`config.mk`:
```
export PLATFORM = sky130hd
export DESIGN_NAME = decode_stage_flat
export DESIGN_NICKNAME = d
export VERILOG_FILES = /design/src/rtl/decode_stage_if.sv /design/src/rtl/decode_stage.sv /design/src/flat_wrapper.sv
export SDC_FILE = /design/constraint.sdc
export NUM_CORES = 1
export LEC_CHECK = 0
export ABC_AREA = 1
export CORE_MARGIN = 2
export CORE_UTILIZATION = 43
export CTS_CLUSTER_SIZE = 10
export DETAILED_ROUTE_END_ITERATION = 12
export PLACE_DENSITY_LB_ADDON = 0.2
export SYNTH_ARGS = -nofsm -noshare
export SYNTH_HDL_FRONTEND = slang
export SYNTH_SLANG_ARGS = --single-unit
export TNS_END_PERCENT = 20
```
`constraint.sdc`:
```
create_clock -name clk -period 4.6 [get_ports clk]
set_input_delay 0.69 -clock clk [delete_from_list [all_inputs] [get_ports clk]]
set_output_delay 0.69 -clock clk [all_outputs]
set_load 0.01 [all_outputs]
```
`src/rtl/decode_stage_if.sv`:
```
// Fetch-to-execute handshake bundle for the RV32I decode stage.
// The stage owns the slave side; the producer/consumer pair owns master.
interface decode_stage_if #(
  parameter int XLEN = 32
);
  logic            in_valid;
  logic            in_ready;
  logic [31:0]     in_instr;
  logic [XLEN-1:0] in_pc;

  logic            out_valid;
  logic            out_ready;
  logic [XLEN-1:0] out_pc;
  logic [4:0]      out_alu_op;
  logic [4:0]      out_rs1;
  logic [4:0]      out_rs2;
  logic [4:0]      out_rd;
  logic [XLEN-1:0] out_imm;
  logic            out_alu_src_imm;
  logic            out_use_pc;
  logic            out_reg_we;
  logic            out_mem_re;
  logic            out_mem_we;
  logic [2:0]      out_mem_size;
  logic            out_branch;
  logic            out_jump;
  logic            out_illegal;

  modport master (
    output in_valid, in_instr, in_pc,
    output out_ready,
    input  in_ready, out_valid,
    input  out_pc, out_alu_op,
    input  out_rs1, out_rs2, out_rd,
    input  out_imm, out_alu_src_imm,
    input  out_use_pc, out_reg_we,
    input  out_mem_re, out_mem_we,
    input  out_mem_size, out_branch,
    input  out_jump, out_illegal
  );

  modport slave (
    input  in_valid, in_instr, in_pc,
    input  out_ready,
    output in_ready, out_valid,
    output out_pc, out_alu_op,
    output out_rs1, out_rs2, out_rd,
    output out_imm, out_alu_src_imm,
    output out_use_pc, out_reg_we,
    output out_mem_re, out_mem_we,
    output out_mem_size, out_branch,
    output out_jump, out_illegal
  );
endinterface

```
`src/rtl/decode_stage.sv`:
```
// RV32I decode pipeline stage: registered control bundle,
// 1-cycle latency, 2-entry skid buffer, optional M-extension.
module decode_stage #(
  parameter int XLEN     = 32,
  parameter bit EN_M_EXT = 1'b0,
  parameter bit EN_SKID  = 1'b1
) (
  input  logic clk,
  input  logic rst_n,
  input  logic flush,
  decode_stage_if.slave bus
);

  typedef struct packed {
    logic [XLEN-1:0] pc;
    logic [4:0]      alu_op;
    logic [4:0]      rs1;
    logic [4:0]      rs2;
    logic [4:0]      rd;
    logic [XLEN-1:0] imm;
    logic            alu_src_imm;
    logic            use_pc;
    logic            reg_we;
    logic            mem_re;
    logic            mem_we;
    logic [2:0]      mem_size;
    logic            branch;
    logic            jump;
    logic            illegal;
  } dec_t;

  localparam logic [6:0] OPC_OP     = 7'b0110011;
  localparam logic [6:0] OPC_OPIMM  = 7'b0010011;
  localparam logic [6:0] OPC_LOAD   = 7'b0000011;
  localparam logic [6:0] OPC_STORE  = 7'b0100011;
  localparam logic [6:0] OPC_BRANCH = 7'b1100011;
  localparam logic [6:0] OPC_JAL    = 7'b1101111;
  localparam logic [6:0] OPC_JALR   = 7'b1100111;
  localparam logic [6:0] OPC_LUI    = 7'b0110111;
  localparam logic [6:0] OPC_AUIPC  = 7'b0010111;

  localparam logic [6:0] F7_BASE = 7'b0000000;
  localparam logic [6:0] F7_ALT  = 7'b0100000;
  localparam logic [6:0] F7_MUL  = 7'b0000001;

  logic [31:0] ins;
  logic [6:0]  opc;
  logic [2:0]  f3;
  logic [6:0]  f7;

  assign ins = bus.in_instr;
  assign opc = ins[6:0];
  assign f3  = ins[14:12];
  assign f7  = ins[31:25];

  logic is_op, is_opimm, is_load, is_store;
  logic is_branch, is_jal, is_jalr;
  logic is_lui, is_auipc;

  assign is_op     = opc == OPC_OP;
  assign is_opimm  = opc == OPC_OPIMM;
  assign is_load   = opc == OPC_LOAD;
  assign is_store  = opc == OPC_STORE;
  assign is_branch = opc == OPC_BRANCH;
  assign is_jal    = opc == OPC_JAL;
  assign is_jalr   = opc == OPC_JALR;
  assign is_lui    = opc == OPC_LUI;
  assign is_auipc  = opc == OPC_AUIPC;

  logic [31:0] imm_i, imm_s, imm_b;
  logic [31:0] imm_u, imm_j;

  assign imm_i = {{20{ins[31]}}, ins[31:20]};
  assign imm_s = {{20{ins[31]}}, ins[31:25],
                  ins[11:7]};
  assign imm_b = {{19{ins[31]}}, ins[31], ins[7],
                  ins[30:25], ins[11:8], 1'b0};
  assign imm_u = {ins[31:12], 12'b0};
  assign imm_j = {{11{ins[31]}}, ins[31],
                  ins[19:12], ins[20],
                  ins[30:21], 1'b0};

  dec_t        dec;
  logic [31:0] imm32;

  always_comb begin
    dec     = '0;
    imm32   = '0;
    dec.pc  = bus.in_pc;
    unique case (1'b1)
      is_op: begin
        dec.rs1    = ins[19:15];
        dec.rs2    = ins[24:20];
        dec.rd     = ins[11:7];
        dec.reg_we = 1'b1;
        if (f7 == F7_BASE) begin
          dec.alu_op = {2'b00, f3};
        end else if (f7 == F7_ALT &&
                     (f3 == 3'b000 ||
                      f3 == 3'b101)) begin
          dec.alu_op = {2'b01, f3};
        end else if (f7 == F7_MUL && EN_M_EXT) begin
          dec.alu_op = {2'b10, f3};
        end else begin
          dec.illegal = 1'b1;
        end
      end
      is_opimm: begin
        dec.rs1         = ins[19:15];
        dec.rd          = ins[11:7];
        imm32           = imm_i;
        dec.alu_src_imm = 1'b1;
        dec.reg_we      = 1'b1;
        dec.alu_op      = {1'b0,
                           f3 == 3'b101 && ins[30],
                           f3};
        if (f3 == 3'b001 && f7 != F7_BASE)
          dec.illegal = 1'b1;
        if (f3 == 3'b101 && f7 != F7_BASE &&
            f7 != F7_ALT)
          dec.illegal = 1'b1;
      end
      is_load: begin
        dec.rs1         = ins[19:15];
        dec.rd          = ins[11:7];
        imm32           = imm_i;
        dec.alu_src_imm = 1'b1;
        dec.reg_we      = 1'b1;
        dec.mem_re      = 1'b1;
        dec.mem_size    = f3;
        if (f3 == 3'b011 || f3 == 3'b110 ||
            f3 == 3'b111)
          dec.illegal = 1'b1;
      end
      is_store: begin
        dec.rs1         = ins[19:15];
        dec.rs2         = ins[24:20];
        imm32           = imm_s;
        dec.alu_src_imm = 1'b1;
        dec.mem_we      = 1'b1;
        dec.mem_size    = f3;
        if (f3 > 3'b010)
          dec.illegal = 1'b1;
      end
      is_branch: begin
        dec.rs1    = ins[19:15];
        dec.rs2    = ins[24:20];
        imm32      = imm_b;
        dec.alu_op = 5'b01000;
        dec.branch = 1'b1;
        if (f3 == 3'b010 || f3 == 3'b011)
          dec.illegal = 1'b1;
      end
      is_jal: begin
        dec.rd          = ins[11:7];
        imm32           = imm_j;
        dec.alu_src_imm = 1'b1;
        dec.use_pc      = 1'b1;
        dec.reg_we      = 1'b1;
        dec.jump        = 1'b1;
      end
      is_jalr: begin
        dec.rs1         = ins[19:15];
        dec.rd          = ins[11:7];
        imm32           = imm_i;
        dec.alu_src_imm = 1'b1;
        dec.reg_we      = 1'b1;
        dec.jump        = 1'b1;
        if (f3 != 3'b000)
          dec.illegal = 1'b1;
      end
      is_lui: begin
        dec.rd          = ins[11:7];
        imm32           = imm_u;
        dec.alu_src_imm = 1'b1;
        dec.reg_we      = 1'b1;
      end
      is_auipc: begin
        dec.rd          = ins[11:7];
        imm32           = imm_u;
        dec.alu_src_imm = 1'b1;
        dec.use_pc      = 1'b1;
        dec.reg_we      = 1'b1;
      end
      default: dec.illegal = 1'b1;
    endcase
    dec.imm = XLEN'($signed(imm32));
    if (dec.illegal || dec.rd == 5'd0)
      dec.reg_we = 1'b0;
    // an illegal bundle must not touch state downstream
    if (dec.illegal) begin
      dec.mem_re = 1'b0;
      dec.mem_we = 1'b0;
      dec.branch = 1'b0;
      dec.jump   = 1'b0;
    end
  end

  dec_t out_q;
  dec_t skid_q;
  logic out_vld;
  logic skid_vld;
  logic accept;
  logic load_out;

  assign bus.in_ready = EN_SKID ? ~skid_vld
                        : (bus.out_ready | ~out_vld);
  assign accept   = bus.in_valid & bus.in_ready &
                    ~flush;
  assign load_out = ~out_vld | bus.out_ready;

  always_ff @(posedge clk or negedge rst_n) begin
    if (!rst_n) begin
      out_q    <= '0;
      out_vld  <= 1'b0;
      skid_q   <= '0;
      skid_vld <= 1'b0;
    end else if (flush) begin
      out_vld  <= 1'b0;
      skid_vld <= 1'b0;
    end else if (load_out) begin
      // skid is older than any new input
      if (skid_vld) begin
        out_q    <= skid_q;
        out_vld  <= 1'b1;
        skid_vld <= 1'b0;
      end else if (accept) begin
        out_q   <= dec;
        out_vld <= 1'b1;
      end else begin
        out_vld <= 1'b0;
      end
    end else if (accept) begin
      skid_q   <= dec;
      skid_vld <= 1'b1;
    end
  end

  assign bus.out_valid       = out_vld;
  assign bus.out_pc          = out_q.pc;
  assign bus.out_alu_op      = out_q.alu_op;
  assign bus.out_rs1         = out_q.rs1;
  assign bus.out_rs2         = out_q.rs2;
  assign bus.out_rd          = out_q.rd;
  assign bus.out_imm         = out_q.imm;
  assign bus.out_alu_src_imm = out_q.alu_src_imm;
  assign bus.out_use_pc      = out_q.use_pc;
  assign bus.out_reg_we      = out_q.reg_we;
  assign bus.out_mem_re      = out_q.mem_re;
  assign bus.out_mem_we      = out_q.mem_we;
  assign bus.out_mem_size    = out_q.mem_size;
  assign bus.out_branch      = out_q.branch;
  assign bus.out_jump        = out_q.jump;
  assign bus.out_illegal     = out_q.illegal;

endmodule

```
`src/flat_wrapper.sv`:
```
// flat-port wrapper written by rule: the top's interface ports become plain ports
module decode_stage_flat 
#(
  parameter int XLEN     = 32,
  parameter bit EN_M_EXT = 1'b0,
  parameter bit EN_SKID  = 1'b1
)
  (clk, rst_n, flush, bus_in_valid, bus_in_instr, bus_in_pc, bus_out_ready, bus_in_ready, bus_out_valid, bus_out_pc, bus_out_alu_op, bus_out_rs1, bus_out_rs2, bus_out_rd, bus_out_imm, bus_out_alu_src_imm, bus_out_use_pc, bus_out_reg_we, bus_out_mem_re, bus_out_mem_we, bus_out_mem_size, bus_out_branch, bus_out_jump, bus_out_illegal);
  decode_stage_if #(.XLEN(XLEN)) bus_i ();
  input  logic clk;
  input  logic rst_n;
  input  logic flush;
  input wire logic [$bits(bus_i.in_valid)-1:0] bus_in_valid;
  input wire logic [$bits(bus_i.in_instr)-1:0] bus_in_instr;
  input wire logic [$bits(bus_i.in_pc)-1:0] bus_in_pc;
  input wire logic [$bits(bus_i.out_ready)-1:0] bus_out_ready;
  output wire logic [$bits(bus_i.in_ready)-1:0] bus_in_ready;
  output wire logic [$bits(bus_i.out_valid)-1:0] bus_out_valid;
  output wire logic [$bits(bus_i.out_pc)-1:0] bus_out_pc;
  output wire logic [$bits(bus_i.out_alu_op)-1:0] bus_out_alu_op;
  output wire logic [$bits(bus_i.out_rs1)-1:0] bus_out_rs1;
  output wire logic [$bits(bus_i.out_rs2)-1:0] bus_out_rs2;
  output wire logic [$bits(bus_i.out_rd)-1:0] bus_out_rd;
  output wire logic [$bits(bus_i.out_imm)-1:0] bus_out_imm;
  output wire logic [$bits(bus_i.out_alu_src_imm)-1:0] bus_out_alu_src_imm;
  output wire logic [$bits(bus_i.out_use_pc)-1:0] bus_out_use_pc;
  output wire logic [$bits(bus_i.out_reg_we)-1:0] bus_out_reg_we;
  output wire logic [$bits(bus_i.out_mem_re)-1:0] bus_out_mem_re;
  output wire logic [$bits(bus_i.out_mem_we)-1:0] bus_out_mem_we;
  output wire logic [$bits(bus_i.out_mem_size)-1:0] bus_out_mem_size;
  output wire logic [$bits(bus_i.out_branch)-1:0] bus_out_branch;
  output wire logic [$bits(bus_i.out_jump)-1:0] bus_out_jump;
  output wire logic [$bits(bus_i.out_illegal)-1:0] bus_out_illegal;
  assign bus_i.in_valid = bus_in_valid;
  assign bus_i.in_instr = bus_in_instr;
  assign bus_i.in_pc = bus_in_pc;
  assign bus_i.out_ready = bus_out_ready;
  assign bus_in_ready = bus_i.in_ready;
  assign bus_out_valid = bus_i.out_valid;
  assign bus_out_pc = bus_i.out_pc;
  assign bus_out_alu_op = bus_i.out_alu_op;
  assign bus_out_rs1 = bus_i.out_rs1;
  assign bus_out_rs2 = bus_i.out_rs2;
  assign bus_out_rd = bus_i.out_rd;
  assign bus_out_imm = bus_i.out_imm;
  assign bus_out_alu_src_imm = bus_i.out_alu_src_imm;
  assign bus_out_use_pc = bus_i.out_use_pc;
  assign bus_out_reg_we = bus_i.out_reg_we;
  assign bus_out_mem_re = bus_i.out_mem_re;
  assign bus_out_mem_we = bus_i.out_mem_we;
  assign bus_out_mem_size = bus_i.out_mem_size;
  assign bus_out_branch = bus_i.out_branch;
  assign bus_out_jump = bus_i.out_jump;
  assign bus_out_illegal = bus_i.out_illegal;
  decode_stage #(.XLEN(XLEN), .EN_M_EXT(EN_M_EXT), .EN_SKID(EN_SKID)) u_core (.clk(clk), .rst_n(rst_n), .flush(flush), .bus(bus_i));
endmodule
```
### Yosys cells after proc, flatten, opt, wreduce, memory -nomap -nowiden

Index checks and enable logic that the tools add are counted.
Widths: inputs -> output; s select.

| word-level totals | value |
|---|---|
| memory bits (writable) | 0 |
| bits of input ports | 69 |
| output and inout bits | 97 |
| bits in latches | 0 |
| flip-flop bits (word level) | 192 |
| memories | 0 |
| word-level logic and storage cells | 123 |
| bits in read-only memories | 0 |

| cells by class | value |
|---|---|
| magnitude comparators | 1 |
| equal/unequal tests | 17 |
| add/sub/neg operators | 0 |
| $mul | 0 |
| multiplexer cells | 36 |
| reduce and logical (&&, ||, !) cells | 30 |
| shift-type cells | 0 |
| bitwise gates (word level) | 7 |
| div/mod/pow operators | 0 |

Operators by type and width:

| cell | number |
|---|---|
| $mux 95 | 2 |
| $pmux 32 s5 | 1 |
| $eq 7x6->1 const B | 4 |
| $mux 1 | 23 |
| $eq 7x7->1 const B | 3 |
| $mux 5 | 4 |
| $pmux 5 s3 | 1 |
| $eq 7x5->1 const B | 2 |
| $reduce_or 7->1 | 2 |
| $eq 3x3->1 const B | 3 |
| $reduce_or 3->1 | 3 |
| $reduce_or 2->1 | 4 |
| $eq 7x2->1 const B | 1 |
| $logic_not 7->1 | 1 |
| $ne 7x6->1 const B | 1 |
| $pmux 1 s7 | 1 |
| $reduce_bool 7->1 | 1 |
| $eq 3x2->1 const B | 2 |
| $reduce_and 3->1 | 2 |
| $reduce_bool 3->1 | 2 |
| $reduce_or 6->1 | 1 |
| $logic_and 1x1->1 | 5 |
| $logic_not 5->1 | 1 |
| $logic_or 1x1->1 | 5 |
| 10 further kinds | 16 |

### Depth between registers and ports, before layout

Gate-level depths: netlist of the first run.

| logic depth | value |
|---|---|
| depth after elaboration | 10 |
| depth in mapped cells | 14 |

### Worst setup path before layout of the first run

Ideal clock, no wire load.

| path | value |
|---|---|
| path kind | input-to-reg |
| start | input port bus_in_instr[1] |
| end | register u_core.out_q (netlist bit u_core.bus.out_imm[20]) |
| setup slack | 2.721 ns |
| setup time | 0.120 ns |
| stages | 13 |
| data arrival time | 1.758 ns |
| path through | nand2_1 -> inv_1 -> nand2_1 -> nor2_2 -> inv_1 -> nand2_2 -> nor2_4 -> nand2_4 -> nand2_2 -> buf_6 -> o21ai_2 -> o21ai_1 -> nand2_1 |

| on the way | value |
|---|---|
| cells in the longest elaborated chain, start to end | 5 |
| elaborated cells between the ends (all ways) | 13 |

Ends and longest elaborated chain:

| item | line | text |
|---|---|---|
| from (decl) | flat_wrapper.sv:14 | `input wire logic [$bits(bus_i.in_instr)-1:0] bus_in_instr;` |
| $eq 7x7->1, or another cell as far along | decode_stage.sv:66 | `assign is_jalr = opc == OPC_JALR;` |
| $reduce_or 3->1 (no source line) or $reduce_or 2->1 (tied branches) | -- |  |
| $pmux 32 s5 * | decode_stage.sv:90 | `unique case (1'b1)` |
| $mux 95 * | decode_stage.sv:227 | `end else if (accept) begin` |
| $mux 95 * | decode_stage.sv:223 | `if (skid_vld) begin` |
| to (signal assigned) | decode_stage.sv:224 | `out_q <= skid_q;` |
| to (decl) | decode_stage.sv:199 | `dec_t out_q;` |

Mark *: on every way between the ends. The rest lies on a longest branch, timed or not. The select of a mux whose other input is x is not followed.
A chain may end at the register's enable or synchronous reset.

### Final worst setup path of the first run

| path | value |
|---|---|
| start | input port bus_in_instr[6] |
| end | register u_core.out_q (netlist bit u_core.bus.out_reg_we) |

| on the way | value |
|---|---|
| cells in the longest elaborated chain, start to end | 8 |
| elaborated cells between the ends (all ways) | 19 |

Ends and longest elaborated chain:

| item | line | text |
|---|---|---|
| $eq 7x5->1, or another cell as far along | decode_stage.sv:68 | `assign is_auipc = opc == OPC_AUIPC;` |
| $reduce_or 7->1 (no source line) | -- |  |
| $mux 5 | decode_stage.sv:90 |  |
| $logic_not 5->1 | decode_stage.sv:188 | `if (dec.illegal \|\| dec.rd == 5'd0)` |
| $logic_or 1x1->1 | decode_stage.sv:188 |  |
| $mux 1 * | decode_stage.sv:188 |  |
| $mux 95 * | decode_stage.sv:227 |  |
| $mux 95 * | decode_stage.sv:223 |  |

Marked as above.

==> out/metrics.yaml, run 1 <==
power_and_ir_drop:
  p_per_area_nw_per_um2: 364
  power_mw: 4.03
  leakage_nw: 5.39
  ir_drop_uv: 261
detailed_routing:
  detail_route.vias_per_cell: 5.05
  routedWlPerCell_um: 15.3
  num_vias: 7580
  ant_nets: 0
  drt_iter0_drc: 514
  drc: 0
  dr.pass1.iters: 7
  drt-total-wl_um: 23000
logic_synthesis:
  synthCells: 1091
  synth_xor_area_share_pct: 0
  synth_edf_count: 0
  synth_top_family_by_area: "simple AND/OR/NAND/NOR gates"
  avgSynthCellArea_sq_um: 8.02
  synthArstFlopShare_pct: 100
  yosysSeqAreaShare_pct: 54.3
  synth_compound_area_share_pct: 17.5
  ys_ff_latch: 190
  synth-simple-area-share_pct: 20.8
  synthAdderAreaFrac_pct: 0
  syn_nets: 1160
  post_synth_num_cell_types: 33
  synth-main-ff-cell: "dfrtp_1"
  netlist_area_sq_um: 8750
  muxShareOfSynthArea_pct: 0
  ys_warn_count: 0
finish:
  stdcell_count: 1502
  postLayoutCellArea_sq_um: 11100
  num_antenna_cells: 0
  drive_gt1_share_pct: 6.25
  finalNetCount: 1288
  final_cell_mix: "349 x nand2_1, 199 x o21ai_0, 189 x dfrtp_1, 163 x clkdlybuf4s50_1, 87 x inv_1"
  area_growth_pct: 26.8
  final_util_pct: 55.2
  final_common_cell: "nand2_1"
sta:
  post-route-period-util_pct: 64.1
  fmax_ghz: 0.339
  worst_pin_slew_ns: 0.985
  rsz0062_at_grt: "no"
  setup_viol: 0
  fin_skew_ns: 0.00830
  tns_ns: 0
  final-max-slew-violation-count: 0
  hold_viol: 0
  relSlewSlack_pct: 34.3
  period_needed_ns: 2.95
global_routing:
  antenna_found_initial: 1
  overflow: 0
  first_global_vias: 7309
  grt_usage_pct: 22.0
  grt_max_degree: 121
  grt_pass1_wl_um: 37800
clock_network:
  cts.clk_slew.worst_paths_ns: 0.07
  clk_latency_ns: 0.43
  cts_buffer_depth: 2
  cts_buffers: 17
  post_cts_buffers: 0
  cts-htree-levels: 4
  hold_buffers: 0
  cts-root-buf: "clkbuf_16"
  cts_tree: "done"
  cts.sinks: 190
  cts_resized: 0
placed_design:
  portBuffers: 164
  placed_cell_area_sq_um: 10500
  dpl.hpwl_um: 15000
  placed_cells_incl_taps: 1470
  routabilityCongestion: 0.940
floorplanning:
  coreArea_sq_um: 20100
  die_area_sq_um: 21500
  die_y_um: 147
  start_util_pct: 43.5
  rows: 52
  pin_count: 166
  die_width_um: 147
flow_run:
  drv_cap: 0
setup_path:
  critPathCaptureType: "flop"
  path_cells: "clkdlybuf4s50_1 > nor2_2 > nand3_1 > nand2_2 > nor2_1 > nand2_1 > o21ai_0 > nand2_1 > nand2_1 > nand2_1 > nand2_1 > nand2_1"
  path_class: "in2reg"
  cp_max_fo: 13
  arrival_ns: 3.31
  required_ns: 4.96
  cp_slowest_cell: "clkdlybuf4s50_1"
  path_delay_family: "simple AND/OR/NAND/NOR gates"
  start_kind: "input pin"
  cp.buffers_inverters: 1
  cpMostUsedCell: "nand2_1"
  slowest_delay_ns: 0.52
min_path:
  hp-class: "in2async"
run_status:
  status: "complete, no violations"
==> final cells by class <==
| type | count | area, sq um |
|---|---|---|
| Clock inverter | 14 | 129 |
| Inverter | 90 | 343 |
| Multi-Input combinational cell | 745 | 3360 |
| Sequential cell | 190 | 4760 |
| Fill cell | 1861 | 9010 |
| Clock buffer | 18 | 439 |
| Timing Repair Buffer | 175 | 1730 |
| Tap cell | 270 | 338 |
==> where the power goes <==
part	switching [mW]	internal [mW]	total [mW]
combinational	0.339	0.314	0.653
sequential	0.0976	1.87	1.97
clock	0.685	0.726	1.41
==> path summary, 6_finish.rpt <==
path                                                     from                                end  slack (ns)  cells after the start
worst max-delay path                          bus_in_instr[6]  u_core.bus.out_reg_we$_DFFE_PN0P_        1.65                     12
worst min-delay path                                    rst_n  u_core.bus.out_pc[27]$_DFFE_PN0P_        0.44                      1
worst max register to register    u_core.skid_vld$_DFFE_PN0P_      u_core.skid_q[55]$_DFFE_PN0P_        2.02                      5
worst min register to register  u_core.skid_q[25]$_DFFE_PN0P_      u_core.skid_q[25]$_DFFE_PN0P_        0.48                      2
max in group asynchronous                               rst_n  u_core.bus.out_branch$_DFFE_PN0P_        3.21                      2
min in group clk                u_core.skid_q[25]$_DFFE_PN0P_      u_core.skid_q[25]$_DFFE_PN0P_        0.48                      2
==> metrics by stage <==
| step | hold slack (ns) | setup slack, ns |
|---|---|---|
| global route | 0.494 | 1.32 |
| finish | 0.437 | 1.65 |
| CTS | 0.466 | 1.71 |
| floorplan | 0.394 | 2.72 |
| global placement | 0.450 | 1.42 |
| detailed placement | 0.460 | 1.28 |
==> logic make-up after synthesis <==
logic type             after synthesis
other                                1
buffers and inverters              156
DFF                                190
and+or+nand+nor                    457
AOI/OAI and AO/OA                  287
==> cell usage after synthesis (3+ instances only) <==
| cell | number | share of area (%) |
|---|---|---|
| a21oi_1 | 34 | 1.9 |
| o21ai_1 | 22 | 1.3 |
| inv_1 | 88 | 3.8 |
| nor2_4 | 3 | 0.39 |
| nand4_1 | 5 | 0.36 |
| nor2_1 | 69 | 3.0 |
| buf_4 | 3 | 0.26 |
| nand2_1 | 349 | 15 |
| clkbuf_1 | 35 | 1.5 |
| nand3_1 | 16 | 0.92 |
| o31ai_1 | 7 | 0.60 |
| nand2_2 | 4 | 0.29 |
| a31oi_1 | 5 | 0.36 |
| nor2_2 | 4 | 0.29 |
| buf_2 | 21 | 1.2 |
| o21ai_0 | 199 | 11 |
| o21ai_2 | 14 | 1.4 |
| dfrtp_1 | 190 | 54 |
| buf_1 | 4 | 0.17 |
==> sequential cells by signal, summed over array words and instances, names as in the netlist, 3 cells and up <==
name                     count
u_core.bus.out_rs2           5
u_core.bus.out_alu_op        4
u_core.skid_q               94
u_core.bus.out_rd            5
u_core.bus.out_pc           32
u_core.bus.out_mem_size      3
u_core.bus.out_rs1           5
u_core.bus.out_imm          32
==> metal layers <==
| layer | part of all wire [%] | GRT usage [%] | vias up |
|---|---|---|---|
| li1 | - | - | 3757 |
| met1 | 47 | 31.6 | 3542 |
| met2 | 44 | 33.0 | 243 |
| met3 | 6.4 | 4.28 | 36 |
| met4 | 2.3 | 8.40 | 2 |
| met5 | 0.057 | 0 | - |
(Power assumes the default switching activity.)
==> run 2: changes to the inputs <==
==> constraint.sdc (replaced) <==
create_clock -name clk -period 3.05 [get_ports clk]
set_input_delay 0.4575 -clock clk [delete_from_list [all_inputs] [get_ports clk]]
set_output_delay 0.4575 -clock clk [all_outputs]
set_load 0.01 [all_outputs]
==> run 2 against run 1 <==
Against the previous run:
- wire length decreased by 0.40%
- clock-buffer cell count unchanged
- sequential cell count unchanged
- power increased by 53%
- sequential power increased by 51%
- global-route usage decreased by 0.40 points
- final cell count increased by 0.20%
- final area increased by 0.74%
- via count about the same
- worst setup slack got worse by 1.1 ns
- critical endpoint is now bus_in_ready
- largest cell class unchanged
==> out/metrics.yaml, run 2 (synthesized netlist as in run 1, its figures left out) <==
setup_path:
  critPathCaptureType: "output port"
  r2r_slack_ns: 1.01
  path_class: "reg2out"
  r2r_cells: 9
  arrival_ns: 2.02
  start_kind: "flop"
  regToRegEndpoint: "u_core.bus.out_rs1[1]$_DFFE_PN0P_"
  endpoint: "bus_in_ready"
  cp_max_fo: 34
  reg2reg_from: "u_core.skid_vld$_DFFE_PN0P_"
  startpoint: "u_core.skid_vld$_DFFE_PN0P_"
  required_ns: 2.59
floorplanning:
  coreArea_sq_um: 20100
  start_util_pct: 43.5
  pin_count: 166
  rows: 52
  die_y_um: 147
  die_width_um: 147
  die_area_sq_um: 21500
global_routing:
  first_global_vias: 7174
  grt_max_degree: 103
  antenna_found_initial: 0
  grt_pass1_wl_um: 37400
  overflow: 0
  grt_usage_pct: 21.6
sta:
  worst_pin_slew_ns: 0.873
  worst_slack_ns: 0.577
  setup_viol: 0
  fmax_ghz: 0.404
  post-route-period-util_pct: 81.1
  period_needed_ns: 2.47
  hold_viol: 0
  rsz0062_at_grt: "no"
  tns_ns: 0
  relSlewSlack_pct: 41.8
  fin_skew_ns: 0.00944
  final-max-slew-violation-count: 0
detailed_routing:
  drt-total-wl_um: 22900
  ant_nets: 0
  num_vias: 7575
  routedWlPerCell_um: 15.2
  dr.pass1.iters: 5
  detail_route.vias_per_cell: 5.03
  drc: 0
  drt_iter0_drc: 485
finish:
  final_cell_mix: "349 x nand2_1, 199 x o21ai_0, 189 x dfrtp_1, 163 x clkdlybuf4s50_1, 87 x inv_1"
  area_growth_pct: 27.7
  multiInputGateArea_sq_um: 3360
  final-seq-area_sq_um: 4760
  largest_reg_flops: 94
  top_register: "u_core.skid_q"
  nFillCells: 1847
  finalNetCount: 1292
  stdcell_count: 1505
  drive_gt1_share_pct: 6.48
  num_antenna_cells: 0
  final_common_cell: "nand2_1"
clock_network:
  cts_resized: 0
  post_cts_buffers: 0
  cts.sinks: 190
  hold_buffers: 0
  cts_buffer_depth: 2
  cts.clk_slew.worst_paths_ns: 0.07
  cts_buffers: 17
  cts_tree: "done"
  cts-root-buf: "clkbuf_16"
  clk_latency_ns: 0.42
  cts-htree-levels: 4
power_and_ir_drop:
  seqPwrFrac_pct: 48.2
  ir_drop_uv: 409
  p_per_area_nw_per_um2: 552
  leakage_nw: 5.44
  share_comb_of_total_power_pct: 16.0
  swShare_pct: 27.4
  p_int_mw: 4.48
  p_sw_mw: 1.69
  power_mw: 6.18
  pwr-share-clk_pct: 35.8
run_status:
  status: "complete, no violations"
placed_design:
  dpl_worst_slack_ns: 0.394
  placed_cells_incl_taps: 1474
  portBuffers: 164
  dpl.hpwl_um: 15000
  routabilityCongestion: 0.912
min_path:
  hp-class: "in2async"
flow_run:
  drv_cap: 0
-- run 2: routing by layer --
layer	vias up	wire length, um	global-route usage (%)
met1	3542	10800	30.8
met2	243	10400	33.8
met3	26	1290	3.59
li1	3764	-	-
met4	0	378	6.89
met5	-	0	0
-- run 2: worst min path at each step --
stage / endpoint / slack (ns) / depth (start not counted)
global route: u_core.bus.out_pc[24]$_DFFE_PN0P_ / 0.1 / 1
finish: u_core.bus.out_pc[24]$_DFFE_PN0P_ / 0.05 / 1
floorplan: u_core.bus.out_alu_op[0]$_DFFE_PN0P_ / 0.16 / 0
detailed placement: u_core.skid_q[9]$_DFFE_PN0P_ / 0.46 / 2
global placement: u_core.skid_q[4]$_DFFE_PN0P_ / 0.46 / 2
CTS: u_core.bus.out_pc[24]$_DFFE_PN0P_ / 0.08 / 1
-- run 2: stage by stage --
| stage | util (%) | cell area [sq um] | hold WS [ns] |
|---|---|---|---|
| detailed placement | 52.7 | 10600 | 0.457 |
| finish | 55.6 | 11200 | 0.0476 |
| global placement | 52.7 | 10600 | 0.455 |
| floorplan | - | 8750 | 0.162 |
| global route | 55.6 | 11200 | 0.0991 |
| CTS | 55.6 | 11200 | 0.0796 |
-- run 2: power by group through the flow --
stage               registers, mW  clock network [mW]  logic [mW]
finish                       2.98                2.21       0.988
global route                 3.01                2.38        1.10
CTS                          2.97                2.28        1.00
detailed placement           3.02                   0       0.998
global placement             3.01                   0       0.984
floorplan                    3.06                   0       0.401
-- run 2: area by class of cell --
cell class	instances	share of cell area (%)
Timing Repair Buffer	179	16.1
Clock buffer	18	3.93
Clock inverter	13	1.29
Sequential cell	190	42.5
Inverter	90	3.07
Tap cell	270	3.02
Multi-Input combinational cell	745	30.1
-- run 2: worst max-delay path, stage by stage (launching register included) --
cell and delay, ns:
dfrtp_2 0.56, clkinv_2 0.11, buf_4 0.30, clkdlybuf4s50_1 0.60
==> run 3: changes to the inputs <==
==> constraint.sdc (replaced) <==
create_clock -name clk -period 2.4 [get_ports clk]
set_input_delay 0.36 -clock clk [delete_from_list [all_inputs] [get_ports clk]]
set_output_delay 0.36 -clock clk [all_outputs]
set_load 0.01 [all_outputs]
==> run 3 against run 2 <==
Against the previous run:
- wire length is 0.99% lower
- worst hold slack better by 0.42 ns
- final cell count is 1.3% higher
- utilization is 1.0 points higher
- largest power group unchanged
==> out/metrics.yaml, run 3 (synthesized netlist as in run 1, its figures left out) <==
power_and_ir_drop:
  leakage_nw: 5.55
  ir_drop_uv: 487
  p_per_area_nw_per_um2: 693
setup_path:
  cp_max_fo: 20
  start_kind: "flop"
  required_ns: 2.04
  slowest_delay_ns: 0.62
  path_delay_family: "buffers and inverters"
  cp_slowest_cell: "clkdlybuf4s50_1"
  arrival_ns: 1.75
  path_class: "reg2out"
  cp.buffers_inverters: 2
  critPathCaptureType: "output port"
  path_cells: "clkinv_2 > clkdlybuf4s50_1"
global_routing:
  grt_usage_pct: 21.7
  grt_pass1_wl_um: 37700
  first_global_vias: 7131
  overflow: 0
  grt_max_degree: 105
  antenna_found_initial: 1
finish:
  nFillCells: 1870
  final_common_cell: "nand2_1"
  finalNetCount: 1311
  final_util_pct: 56.6
  area_growth_pct: 30.1
  drive_gt1_share_pct: 7.65
  final_cell_mix: "349 x nand2_1, 199 x o21ai_0, 189 x dfrtp_1, 163 x clkdlybuf4s50_1, 87 x inv_1"
  largest_reg_flops: 94
  postLayoutCellArea_sq_um: 11400
  num_antenna_cells: 0
  top_register: "u_core.skid_q"
clock_network:
  cts_buffers: 17
  cts-htree-levels: 4
  cts_resized: 0
  cts-root-buf: "clkbuf_16"
  cts_buffer_depth: 2
  cts_tree: "done"
  clk_latency_ns: 0.42
  cts.sinks: 190
  cts.clk_slew.worst_paths_ns: 0.07
placed_design:
  portBuffers: 164
  placed_cell_area_sq_um: 10800
  dpl.hpwl_um: 15100
  dpl_worst_slack_ns: -0.103
  routabilityCongestion: 0.917
sta:
  worst_slack_ns: 0.289
  setup_viol: 0
  fmax_ghz: 0.474
  period_needed_ns: 2.11
  post-route-period-util_pct: 88.0
  hold_viol: 0
  final-max-slew-violation-count: 0
  tns_ns: 0
  worst_pin_slew_ns: 0.715
  fin_skew_ns: 0.0122
  rsz0062_at_grt: "no"
  relSlewSlack_pct: 52.3
flow_run:
  drv_cap: 0
detailed_routing:
  routedWlPerCell_um: 14.9
  ant_nets: 0
  dr.pass1.iters: 5
  detail_route.vias_per_cell: 4.96
  drt_iter0_drc: 406
  drc: 0
  num_vias: 7569
  drt-total-wl_um: 22600
floorplanning:
  coreArea_sq_um: 20100
  die_y_um: 147
  die_width_um: 147
  start_util_pct: 43.5
  rows: 52
  pin_count: 166
  die_area_sq_um: 21500
min_path:
  hp-class: "reg2reg"
run_status:
  status: "complete, no violations"
## run 3: stage by stage
stage / std cells / hold slack, ns / total power, mW
6_report: 1525 / 0.470 / 7.89
5_1_grt: 1525 / 0.487 / 8.29
4_1_cts: 1525 / 0.471 / 7.98
3_5_place_dp: 1492 / 0.379 / 5.13
3_3_place_gp: 1492 / 0.380 / 5.10
2_1_floorplan: 1091 / 0.0644 / 4.39
## run 3: power breakdown
part           internal [mW]  switching [mW]
clock network           1.58            1.25
registers               3.59           0.190
logic                  0.630           0.647
total                   5.80            2.09
## run 3: final timing paths
| check | from | end | slack, ns | cells after the start |
|---|---|---|---|---|
| min in group asynchronous | rst_n | u_core.bus.out_pc[24]$_DFFE_PN0P_ | 0.48 | 2 |
| setup / recovery | u_core.skid_vld$_DFFE_PN0P_ | bus_in_ready | 0.29 | 2 |
| hold reg to reg | u_core.skid_q[9]$_DFFE_PN0P_ | u_core.skid_q[9]$_DFFE_PN0P_ | 0.47 | 2 |
| max in group asynchronous | rst_n | u_core.skid_q[73]$_DFFE_PN0P_ | 1.21 | 3 |
| setup reg to reg | u_core.skid_vld$_DFFE_PN0P_ | u_core.bus.out_mem_size[1]$_DFFE_PN0P_ | 0.46 | 7 |
| hold / removal | u_core.skid_q[9]$_DFFE_PN0P_ | u_core.skid_q[9]$_DFFE_PN0P_ | 0.47 | 2 |
## run 3: final cells by class
class                      instances  area, sq um  area share (%)
clock buffer                      21          450            3.96
clock inverter                    11          133            1.16
inverter                          90          343            3.01
multi-input combinational        745         3360            29.5
sequential                       190         4760            41.8
tap                              270          338            2.97
timing repair buffer             198         2000            17.6
## run 3: worst min-delay path, stage by stage, from the launching register on
cell and delay, ns:
dfrtp_1 0.34, nand2_1 0.05, nand2_1 0.05
## run 3: repair_timing
action                     CTS  global route
setup buffers                0             0
setup endpoints to repair    0             0
hold endpoints to repair    54             0
hold buffers                 1             0
## run 3: per-layer routing
layer / global-route usage, % / wire (um) / up-vias
met5: 0 / 0 / -
met1: 31.0 / 10800 / 3553
met2: 33.5 / 10300 / 200
met3: 3.81 / 1140 / 21
li1: - / - / 3795
met4: 7.86 / 415 / 0
